[config.mk]
export PLATFORM = sky130hd
export DESIGN_NAME = simd_reg_file_flat
export DESIGN_NICKNAME = d
export VERILOG_FILES = /design/src/rtl/simd_rf_pkg.sv /design/src/rtl/simd_reg_file_if.sv /design/src/rtl/rf_read_port.sv /design/src/rtl/simd_reg_file.sv /design/src/flat_wrapper.sv
export SDC_FILE = /design/constraint.sdc
export NUM_CORES = 1
export LEC_CHECK = 0
export ABC_CLOCK_PERIOD_IN_PS = 6500
export CAP_MARGIN = 10
export CELL_PAD_IN_SITES_DETAIL_PLACEMENT = 0
export CELL_PAD_IN_SITES_GLOBAL_PLACEMENT = 1
export CORE_MARGIN = 10
export CORE_UTILIZATION = 51
export DETAILED_ROUTE_END_ITERATION = 8
export GPL_TIMING_DRIVEN = 0
export PLACE_DENSITY_LB_ADDON = 0.05
export SLEW_MARGIN = 40
export SYNTH_ARGS = -nofsm -noshare
export SYNTH_HDL_FRONTEND = slang
export SYNTH_SLANG_ARGS = --single-unit
[constraint.sdc]
create_clock -name clk -period 6.5 [get_ports clk]
set_clock_uncertainty 0.1 [all_clocks]
set_input_delay 1.3 -clock clk [delete_from_list [all_inputs] [get_ports clk]]
set_output_delay 1.3 -clock clk [all_outputs]
set_load 0.01 [all_outputs]
[src/rtl/simd_rf_pkg.sv]
// Shared types, default sizes and the address-class helper for the SIMD register file.
package simd_rf_pkg;

  localparam int DEF_REG_SIZE     = 8;
  localparam int DEF_REG_QUANTITY = 4;
  localparam int DEF_SEL_BITS     = 4;
  localparam int DEF_VEC_SIZE     = 4;

  typedef logic [DEF_REG_SIZE-1:0]                   lane_t;
  typedef logic [DEF_VEC_SIZE-1:0][DEF_REG_SIZE-1:0] vec_t;

  // Vector registers occupy the bottom of the address space, scalars the rest.
  function automatic logic is_scalar_addr(input int unsigned addr,
                                          input int unsigned reg_quantity);
    return addr >= reg_quantity;
  endfunction

endpackage

[src/rtl/simd_reg_file_if.sv]
// Writeback/operand bus of the SIMD register file: one write port, two read ports.
interface simd_reg_file_if #(
  parameter int regSize     = simd_rf_pkg::DEF_REG_SIZE,
  parameter int selBits     = simd_rf_pkg::DEF_SEL_BITS,
  parameter int vecSize     = simd_rf_pkg::DEF_VEC_SIZE
);
  logic                             regWrEnSc;
  logic                             regWrEnVec;
  logic [selBits-1:0]               rSel1;
  logic [selBits-1:0]               rSel2;
  logic [selBits-1:0]               regToWrite;
  logic [vecSize-1:0][regSize-1:0]  dataIn;
  logic [vecSize-1:0][regSize-1:0]  operand1;
  logic [vecSize-1:0][regSize-1:0]  operand2;

  modport master (
    output regWrEnSc, regWrEnVec, rSel1, rSel2, regToWrite, dataIn,
    input  operand1, operand2
  );

  modport slave (
    input  regWrEnSc, regWrEnVec, rSel1, rSel2, regToWrite, dataIn,
    output operand1, operand2
  );
endinterface

[src/rtl/rf_read_port.sv]
// One combinational read port: address decode, scalar broadcast and, with
// REG_FILE_BYPASS_EN defined, same-cycle forwarding of the write data.
module rf_read_port
  import simd_rf_pkg::*;
#(
  parameter int regSize     = DEF_REG_SIZE,
  parameter int regQuantity = DEF_REG_QUANTITY,
  parameter int selBits     = DEF_SEL_BITS,
  parameter int vecSize     = DEF_VEC_SIZE,
  parameter int scQuantity  = (2**selBits) - regQuantity
) (
  input  logic [selBits-1:0]                                sel,
  input  logic [regQuantity-1:0][vecSize-1:0][regSize-1:0]  vec_bank,
  input  logic [scQuantity-1:0][regSize-1:0]                sc_bank,
  input  logic                                              wr_vec,
  input  logic                                              wr_sc,
  input  logic [selBits-1:0]                                wr_addr,
  input  logic [vecSize-1:0][regSize-1:0]                   wr_data,
  output logic [vecSize-1:0][regSize-1:0]                   operand
);

`ifdef REG_FILE_BYPASS_EN
  always_comb begin
    operand = '0;
    for (int i = 0; i < regQuantity; i++)
      if (sel == selBits'(i)) operand = vec_bank[i];
    for (int j = 0; j < scQuantity; j++)
      if (sel == selBits'(regQuantity + j))
        for (int l = 0; l < vecSize; l++) operand[l] = sc_bank[j];
    // wr_vec/wr_sc are already qualified by address class and reset.
    if (wr_vec && wr_addr == sel)
      operand = wr_data;
    else if (wr_sc && wr_addr == sel)
      for (int l = 0; l < vecSize; l++) operand[l] = wr_data[0];
  end
`else
  logic unused_bypass;
  assign unused_bypass = ^{wr_vec, wr_sc, wr_addr, wr_data};

  always_comb begin
    operand = '0;
    for (int i = 0; i < regQuantity; i++)
      if (sel == selBits'(i)) operand = vec_bank[i];
    for (int j = 0; j < scQuantity; j++)
      if (sel == selBits'(regQuantity + j))
        for (int l = 0; l < vecSize; l++) operand[l] = sc_bank[j];
  end
`endif

endmodule

[src/rtl/simd_reg_file.sv]
// SIMD register file: vector and scalar banks in one address space, two read ports,
// one write port. Optional same-cycle write forwarding via REG_FILE_BYPASS_EN.
module simd_reg_file
  import simd_rf_pkg::*;
#(
  parameter int regSize     = DEF_REG_SIZE,
  parameter int regQuantity = DEF_REG_QUANTITY,
  parameter int selBits     = DEF_SEL_BITS,
  parameter int vecSize     = DEF_VEC_SIZE
) (
  input logic           clk,
  input logic           rst,
  simd_reg_file_if.slave rf
);

  localparam int scQuantity = (2**selBits) - regQuantity;

  logic [regQuantity-1:0][vecSize-1:0][regSize-1:0] vec_bank;
  logic [scQuantity-1:0][regSize-1:0]               sc_bank;

  logic wr_is_sc;
  logic wr_vec;
  logic wr_sc;

  // Mismatched enable/address class is dropped; reset also blocks writes.
  assign wr_is_sc = is_scalar_addr(int'(rf.regToWrite), regQuantity);
  assign wr_vec   = rst && rf.regWrEnVec && !wr_is_sc;
  assign wr_sc    = rst && rf.regWrEnSc  &&  wr_is_sc;

  always_ff @(posedge clk or negedge rst) begin
    if (!rst) begin
      vec_bank <= '0;
      sc_bank  <= '0;
    end else begin
      for (int i = 0; i < regQuantity; i++)
        if (wr_vec && rf.regToWrite == selBits'(i))
          vec_bank[i] <= rf.dataIn;
      for (int j = 0; j < scQuantity; j++)
        if (wr_sc && rf.regToWrite == selBits'(regQuantity + j))
          sc_bank[j] <= rf.dataIn[0];
    end
  end

  rf_read_port #(
    .regSize(regSize), .regQuantity(regQuantity),
    .selBits(selBits), .vecSize(vecSize)
  ) u_port1 (
    .sel(rf.rSel1), .vec_bank(vec_bank), .sc_bank(sc_bank),
    .wr_vec(wr_vec), .wr_sc(wr_sc), .wr_addr(rf.regToWrite),
    .wr_data(rf.dataIn), .operand(rf.operand1)
  );

  rf_read_port #(
    .regSize(regSize), .regQuantity(regQuantity),
    .selBits(selBits), .vecSize(vecSize)
  ) u_port2 (
    .sel(rf.rSel2), .vec_bank(vec_bank), .sc_bank(sc_bank),
    .wr_vec(wr_vec), .wr_sc(wr_sc), .wr_addr(rf.regToWrite),
    .wr_data(rf.dataIn), .operand(rf.operand2)
  );

endmodule

[src/flat_wrapper.sv]
// flat-port wrapper written by rule: the top's interface ports become plain ports
module simd_reg_file_flat import simd_rf_pkg::*;
#(
  parameter int regSize     = DEF_REG_SIZE,
  parameter int regQuantity = DEF_REG_QUANTITY,
  parameter int selBits     = DEF_SEL_BITS,
  parameter int vecSize     = DEF_VEC_SIZE
)
  (clk, rst, rf_regWrEnSc, rf_regWrEnVec, rf_rSel1, rf_rSel2, rf_regToWrite, rf_dataIn, rf_operand1, rf_operand2);
  simd_reg_file_if #(.regSize(regSize), .selBits(selBits), .vecSize(vecSize)) rf_i ();
  input logic clk;
  input logic rst;
  input wire logic [$bits(rf_i.regWrEnSc)-1:0] rf_regWrEnSc;
  input wire logic [$bits(rf_i.regWrEnVec)-1:0] rf_regWrEnVec;
  input wire logic [$bits(rf_i.rSel1)-1:0] rf_rSel1;
  input wire logic [$bits(rf_i.rSel2)-1:0] rf_rSel2;
  input wire logic [$bits(rf_i.regToWrite)-1:0] rf_regToWrite;
  input wire logic [$bits(rf_i.dataIn)-1:0] rf_dataIn;
  output wire logic [$bits(rf_i.operand1)-1:0] rf_operand1;
  output wire logic [$bits(rf_i.operand2)-1:0] rf_operand2;
  assign rf_i.regWrEnSc = rf_regWrEnSc;
  assign rf_i.regWrEnVec = rf_regWrEnVec;
  assign rf_i.rSel1 = rf_rSel1;
  assign rf_i.rSel2 = rf_rSel2;
  assign rf_i.regToWrite = rf_regToWrite;
  assign rf_i.dataIn = rf_dataIn;
  assign rf_operand1 = rf_i.operand1;
  assign rf_operand2 = rf_i.operand2;
  simd_reg_file #(.regSize(regSize), .regQuantity(regQuantity), .selBits(selBits), .vecSize(vecSize)) u_core (.clk(clk), .rst(rst), .rf(rf_i));
endmodule
======== Word-level counts from Yosys, hierarchy flattened ========
Index checks and enable logic that the tools add are counted.
Widths: inputs -> output; s select.
storage, ports and cells
  bits in latches ......................... 0
  bits in read-only memories .............. 0
  register bits after elaboration ......... 224
  memories kept ........................... 0
  RAM bits ................................ 0
operators by class
  shift operators ......................... 0
  equality and inequality tests ........... 45
  div/mod/pow operators ................... 0
  muxes and demuxes ....................... 32
  $lt $le $gt $ge ......................... 1
  bitwise gates (word level) .............. 0
  reductions and logical operators ........ 24
  multiply operators ...................... 0
  add/subtract/negate cells ............... 0
operators by type and width
  cell                count
  $mux 32             32
  $eq 4x4->1 const B  24
  $eq 4x3->1 const B  12
  $eq 4x2->1 const B  6
  $logic_and 1x1->1   20
  $eq 4x1->1 const B  3
  $logic_not 4->1     3
  $ge 4x3->1 const B  1
  $logic_not 1->1     1

======== Logic depth before layout (Yosys ltp) ========
Gate-level depths: netlist of the first run.
  depth after elaboration ................. 17
  mapped depth ............................ 7

======== By module ========
A second synthesis of the first run with hierarchy kept.
second synthesis, totals
  cell total of the unflattened synthesis .. 930
  area, all modules ....................... 12445.7 um2
by module, submodules not included
  module         times used  cells each  seq. area each (um2)  area an instance (um2)
  simd_reg_file  1           500         5605.4                8499.4
  rf_read_port   2           215         0.0                   1973.1

======== Worst setup path before layout of the first run ========
OpenSTA, ideal clock, no wires.
  kind .................................... input to output
  start ................................... input rf_rSel1[0]
  end ..................................... output rf_operand1[10]
  setup slack ............................. 2.506 ns
  buffers on the path ..................... 3
  cell stages on the path ................. 7
  arrival time ............................ 2.594 ns
  cells stage by stage .................... buf_2 > buf_4 > buf_2 > mux2i_1 > o22ai_1 > nor3_1 > nand2_1
on the way
  cells in the longest elaborated chain, start to end .. 17
  elaborated cells between the ends (all ways) .. 32
  classes of those cells .................. eq/ne (15); mux (16); reduce/logical (1)
ends and longest elaborated chain
  what                    line                source
  from (decl)             flat_wrapper.sv:15  input wire logic [$bits(rf_i.rSel1)-1:0] rf_rSel1;
  $logic_not 4->1         rf_read_port.sv:43  if (sel == selBits'(i)) operand = vec_bank[i];
  $mux 32 (4 in series)   rf_read_port.sv:43
  $mux 32 (11 in series)  rf_read_port.sv:45  if (sel == selBits'(regQuantity + j))
  $mux 32 *               rf_read_port.sv:45
  to (decl)               flat_wrapper.sv:19  output wire logic [$bits(rf_i.operand1)-1:0] rf_operand1;
Mark *: on every way between the ends. The rest lies on a longest branch, timed or not.

======== Final worst setup path of the first run ========
  start ................................... input rf_rSel2[1]
  end ..................................... output rf_operand2[1]
on the way
  cells in the longest elaborated chain, start to end .. 17
  elaborated cells between the ends (all ways) .. 32
  classes of those cells .................. eq/ne (15); mux (16); reduce/logical (1)
ends and longest elaborated chain
  what                    line                source
  from (decl)             flat_wrapper.sv:16  input wire logic [$bits(rf_i.rSel2)-1:0] rf_rSel2;
  $logic_not 4->1         rf_read_port.sv:43
  $mux 32 (4 in series)   rf_read_port.sv:43
  $mux 32 (11 in series)  rf_read_port.sv:45
  $mux 32 *               rf_read_port.sv:45
  to (decl)               flat_wrapper.sv:20  output wire logic [$bits(rf_i.operand2)-1:0] rf_operand2;
Marks and branches as above.

==> results of run 1 <==
metal layers:
layer	routed length, um	global-route usage, %
met3	2810	5.20
met1	16200	32.4
met5	0	0
met4	1430	9.01
met2	19700	44.3
flip-flops by register name, indices dropped and copies added (netlist names):
name / cells
u_core.vec_bank: 128
u_core.sc_bank: 96
synthesized netlist by cell type, types with 2 or more instances:
cell	number	area share (%)
o21ai_0	32	1.3
a311oi_1	2	0.14
mux2_2	199	18
mux2_1	8	0.74
nand2_1	75	2.3
mux2_4	16	2.0
o22ai_1	40	2.1
nor4_2	2	0.21
nand3b_1	13	0.80
nor4b_4	2	0.39
o211ai_1	3	0.18
nand3_1	9	0.37
mux4_2	35	6.5
dfrtp_1	224	46
buf_6	3	0.28
a211oi_1	32	2.0
inv_1	2	0.062
a21oi_1	4	0.16
nand4b_1	2	0.14
buf_2	29	1.2
nor3_1	12	0.49
nor2b_1	32	1.6
nor2_1	5	0.15
or3b_2	6	0.43
buf_4	6	0.37
mux2i_1	84	6.9
nand2b_1	4	0.21
or3_1	2	0.10
nor2_2	6	0.31
clkbuf_1	40	1.2
o221ai_1	31	2.2
placed cells by master (no fill, tap or decap), types with 2 or more instances in the layout:
cell	n
clkbuf_8	7
nor3_1	2
nand3_1	9
o211ai_1	3
a211oi_1	32
nand4b_1	2
nand2b_1	4
inv_1	2
nand2_1	75
mux4_2	35
clkinv_2	7
nor4b_4	2
nor3_2	10
buf_4	10
buf_16	3
nor2b_1	32
mux2i_1	84
buf_6	3
mux2_2	199
mux2_1	8
o221ai_1	31
clkbuf_1	41
nor2_1	5
clkdlybuf4s50_1	105
nand3b_1	13
a21oi_1	4
dfrtp_1	224
nor4_4	2
or3b_2	6
or3_1	2
clkbuf_16	25
o21ai_0	32
buf_2	29
mux2_4	16
bufinv_16	4
o22ai_1	40
nor2_2	6
power by group through the flow:
| stage | combinational, mW | clock, mW | sequential [mW] |
|---|---|---|---|
| after floorplan | 0.651 | 0 | 1.83 |
| final | 1.09 | 1.53 | 1.89 |
| after CTS | 1.10 | 1.54 | 1.88 |
| after global routing | 1.17 | 1.61 | 1.92 |
| after global placement | 1.06 | 0 | 1.89 |
| after detailed placement | 1.09 | 0 | 1.90 |
final cells by class:
cell class                      instances  area [sq um]
Buffer                                 79           379
Inverter                                2          7.51
Clock buffer                           33           726
Clock inverter                         12           164
Timing Repair Buffer                  113          1180
Multi-Input combinational cell        666          6270
Tap cell                              319           399
Fill cell                            1900          8740
Sequential cell                       224          5610
how the worst max path moves through the flow:
stage,start,to,slack (ns),cells after the start
CTS,rf_rSel2[1],rf_operand2[1],0.58,8
global route,rf_rSel2[1],rf_operand2[1],0.47,8
detailed placement,rf_rSel2[1],rf_operand2[1],0.57,8
floorplan,rf_rSel1[0],rf_operand1[10],2.51,7
global placement,rst,u_core.sc_bank[30]$_DFFE_PN0P_,-6.21,4
finish,rf_rSel2[1],rf_operand2[1],0.55,8
stage by stage:
| stage | power (mW) | instances |
|---|---|---|
| after floorplan | 2.48 | 971 |
| after global placement | 2.94 | 1396 |
| after detailed placement | 2.99 | 1403 |
| after CTS | 4.52 | 1448 |
| after global routing | 4.69 | 1448 |
| final | 4.50 | 1448 |
cells by family after synthesis:
kind of cell           Yosys count  share of synthesized area, %
AO/OA/AOI/OAI                  147                          8.25
buffers and inverters           81                          3.17
flip-flops                     224                          46.0
multiplexers                   342                          34.5
AND/OR/NAND/NOR                177                          8.12
==> impl_metrics.xml, run 1 <==
<?xml version="1.0" encoding="UTF-8"?>
<metrics>
  <group name="sta">
    <metric name="layout_min_cycle_time" unit="ns">5.95</metric>
    <metric name="timing.fmax" unit="MHz">168</metric>
    <metric name="slew_violations" unit="">0</metric>
    <metric name="layout_worst_path_cycle_share" unit="%">91.5</metric>
    <metric name="hold_violations" unit="">0</metric>
    <metric name="worst-slew-pin-transition" unit="ns">0.893</metric>
    <metric name="finalSetupViolCount" unit="">0</metric>
    <metric name="slew_headroom" unit="%">40.4</metric>
    <metric name="rsz_0062_raised_after_global_routing" unit="">false</metric>
    <metric name="timing.hold.ws" unit="ns">0.427</metric>
    <metric name="post-route-worst-setup-slack" unit="ns">0.555</metric>
    <metric name="fin_tns_setup" unit="ns">0</metric>
  </group>
  <group name="yosys">
    <metric name="ys_ff_latch" unit="">224</metric>
    <metric name="edff_count_synth" unit="">0</metric>
    <metric name="ys_warn_count" unit="">0</metric>
    <metric name="synth.yosys.seq_area_share" unit="%">46.0</metric>
    <metric name="syn-instance-count" unit="">971</metric>
    <metric name="synthesized_nets" unit="">1019</metric>
    <metric name="synth.lib_cells_used.distinct" unit="">42</metric>
    <metric name="postSynth.topFlopCell" unit="">dfrtp_1</metric>
    <metric name="syn_area" unit="sq um">12200</metric>
    <metric name="mapped_avg_cell_area" unit="sq um">12.6</metric>
    <metric name="async_s_r_ff_share_synth" unit="%">100</metric>
  </group>
  <group name="drt">
    <metric name="viasPerCell" unit="">6.34</metric>
    <metric name="detail_route.wl_per_cell" unit="um">27.7</metric>
    <metric name="final_antenna_net_count" unit="">0</metric>
    <metric name="post-route-drc-count" unit="">0</metric>
    <metric name="dr_total_vias" unit="">9187</metric>
    <metric name="detail_route.first_pass.iterations" unit="">5</metric>
    <metric name="routed_wirelength" unit="um">40200</metric>
    <metric name="detail_route.iter0.violations" unit="">721</metric>
  </group>
  <group name="layout">
    <metric name="finish.instance_area" unit="sq um">14700</metric>
    <metric name="post-route-util" unit="%">62.8</metric>
    <metric name="antenna_cells" unit="">0</metric>
    <metric name="area_delta_synth_final" unit="%">20.9</metric>
    <metric name="share_of_post_route_cells_with_drive_strength_above_1" unit="%">32.9</metric>
    <metric name="finalNetCount" unit="">1159</metric>
  </group>
  <group name="clocking">
    <metric name="postCtsSetupRepairBufs" unit="">0</metric>
    <metric name="clkLatencyLatePin" unit="ns">0.52</metric>
    <metric name="clk_root_buffer_cell" unit="">clkbuf_16</metric>
    <metric name="cts_buffers" unit="">25</metric>
    <metric name="cts_sinks" unit="">224</metric>
    <metric name="cts_tree" unit="">yes</metric>
    <metric name="clkSlewWorstSetupHoldPaths" unit="ns">0.06</metric>
    <metric name="cts-htree-levels" unit="">1</metric>
    <metric name="count_of_instances_resized_after_the_clock_tree_is_built" unit="">0</metric>
    <metric name="cts_hold_repair.buffers" unit="">0</metric>
    <metric name="cts_buffer_depth" unit="">3</metric>
  </group>
  <group name="worst_setup_path">
    <metric name="crit_slowest_cell" unit="">nor3_2</metric>
    <metric name="end_kind" unit="">output pin</metric>
    <metric name="critical_path.reg2reg.endpoint" unit="">u_core.sc_bank[43]$_DFFE_PN0P_</metric>
    <metric name="timing.setup.critical_path_class" unit="">primary input to output pin</metric>
    <metric name="setup_crit_start_kind" unit="">primary input</metric>
    <metric name="r2r_setup_slack" unit="ns">5.58</metric>
    <metric name="timing.critical_path.arrival" unit="ns">4.55</metric>
    <metric name="timing.critical_path.cells" unit="">clkdlybuf4s50_1 -&gt; buf_2 -&gt; clkbuf_1 -&gt; nand3_1 -&gt; o22ai_1 -&gt; nor3_2 -&gt; o21ai_0 -&gt; clkdlybuf4s50_1</metric>
    <metric name="reg2reg_depth" unit="">1</metric>
    <metric name="worstPathBufferInverterCount" unit="">4</metric>
    <metric name="crit_required" unit="ns">5.10</metric>
    <metric name="critical-path-top-delay-family" unit="">buffers and inverters</metric>
    <metric name="critical-path-max-stage-delay" unit="ns">0.71</metric>
    <metric name="crit_path_max_fo" unit="">10</metric>
    <metric name="reg2reg_from" unit="">u_core.sc_bank[43]$_DFFE_PN0P_</metric>
    <metric name="worst_path_most_repeated_cell" unit="">clkdlybuf4s50_1</metric>
  </group>
  <group name="floorplanning">
    <metric name="fp.dieH" unit="um">175</metric>
    <metric name="initial_core_utilization" unit="%">51.9</metric>
    <metric name="pin_count" unit="">112</metric>
    <metric name="core_region_area" unit="sq um">23500</metric>
    <metric name="dieArea" unit="sq um">30500</metric>
    <metric name="std_cell_rows" unit="">56</metric>
    <metric name="die_width" unit="um">175</metric>
  </group>
  <group name="power">
    <metric name="power.density" unit="nW/um^2">306</metric>
    <metric name="vdd_ir_drop_max" unit="V">0.000170</metric>
    <metric name="power.internal" unit="mW">3.21</metric>
    <metric name="total_switching_power" unit="mW">1.30</metric>
    <metric name="power_leakage" unit="nW">6.44</metric>
    <metric name="power_switching_share" unit="%">28.8</metric>
    <metric name="comb_power_share" unit="%">24.2</metric>
    <metric name="power_frac_seq" unit="%">41.9</metric>
    <metric name="p_clk_share" unit="%">33.9</metric>
  </group>
  <group name="placed_design">
    <metric name="place_congestion" unit="">0.847</metric>
    <metric name="placedInstanceArea" unit="sq um">13800</metric>
    <metric name="pre_cts_slack" unit="ns">0.573</metric>
    <metric name="dp_hpwl" unit="um">27800</metric>
    <metric name="port_buffers" unit="">106</metric>
  </group>
  <group name="global_routing">
    <metric name="grt_first_pass_wirelength" unit="um">60800</metric>
    <metric name="grt-ovfl-total" unit="">0</metric>
    <metric name="vias_in_the_first_global_route" unit="">9631</metric>
    <metric name="grt_start_max_net_pins" unit="">76</metric>
    <metric name="grtUsageTotal" unit="%">26.0</metric>
    <metric name="grt_antenna_before_repair" unit="">0</metric>
  </group>
  <group name="job">
    <metric name="maxCapViolCount" unit="">0</metric>
  </group>
  <group name="min_path">
    <metric name="hold_path.startpoint" unit="">u_core.vec_bank[112]$_DFFE_PN0P_</metric>
    <metric name="whs_path_depth" unit="">1</metric>
    <metric name="min_to" unit="">u_core.vec_bank[112]$_DFFE_PN0P_</metric>
    <metric name="min_path_type" unit="">flip-flop to flip-flop</metric>
  </group>
  <group name="status">
    <metric name="status" unit="">complete, no violations</metric>
  </group>
</metrics>
No activity file was read; power rests on OpenSTA's default activity.
==> run 2: changes to the inputs <==
--- a/config.mk
+++ b/config.mk
@@ -5,7 +5,7 @@
 export SDC_FILE = /design/constraint.sdc
 export NUM_CORES = 1
 export LEC_CHECK = 0
-export ABC_CLOCK_PERIOD_IN_PS = 6500
+export ABC_CLOCK_PERIOD_IN_PS = 6900
 export CAP_MARGIN = 10
 export CELL_PAD_IN_SITES_DETAIL_PLACEMENT = 0
 export CELL_PAD_IN_SITES_GLOBAL_PLACEMENT = 1
@@ -14,6 +14,7 @@
 export DETAILED_ROUTE_END_ITERATION = 8
 export GPL_TIMING_DRIVEN = 0
 export PLACE_DENSITY_LB_ADDON = 0.05
+export SKIP_LAST_GASP = 1
 export SLEW_MARGIN = 40
 export SYNTH_ARGS = -nofsm -noshare
 export SYNTH_HDL_FRONTEND = slang
==> constraint.sdc (replaced) <==
create_clock -name clk -period 6.9 [get_ports clk]
set_clock_uncertainty 0.1 [all_clocks]
set_input_delay 1.38 -clock clk [delete_from_list [all_inputs] [get_ports clk]]
set_output_delay 1.38 -clock clk [all_outputs]
set_load 0.01 [all_outputs]
==> results of run 2 <==
Same layout as run 1 (identical final DEF). Status: complete, no violations.
Main changes from that run: setup slack after placement 0.573 ns -> 0.813 ns; setup slack after layout 0.555 ns -> 0.795 ns; register-to-register setup slack 5.58 ns -> 5.98 ns; total power 4.50 mW -> 4.24 mW; worst IR drop on VDD 0.000170 V -> 0.000161 V
==> run 3: changes to the inputs <==
--- a/config.mk
+++ b/config.mk
@@ -12,6 +12,7 @@
 export CORE_MARGIN = 10
 export CORE_UTILIZATION = 51
 export DETAILED_ROUTE_END_ITERATION = 8
+export GPL_ROUTABILITY_DRIVEN = 0
 export GPL_TIMING_DRIVEN = 0
 export PLACE_DENSITY_LB_ADDON = 0.05
 export SKIP_LAST_GASP = 1
==> results of run 3 <==
Same layout as run 1 (identical final DEF). Status: complete, no violations.
Main changes from that run: setup slack after placement 0.573 ns -> 0.813 ns; setup slack after layout 0.555 ns -> 0.795 ns; register-to-register setup slack 5.58 ns -> 5.98 ns; total power 4.50 mW -> 4.24 mW; worst IR drop on VDD 0.000170 V -> 0.000161 V
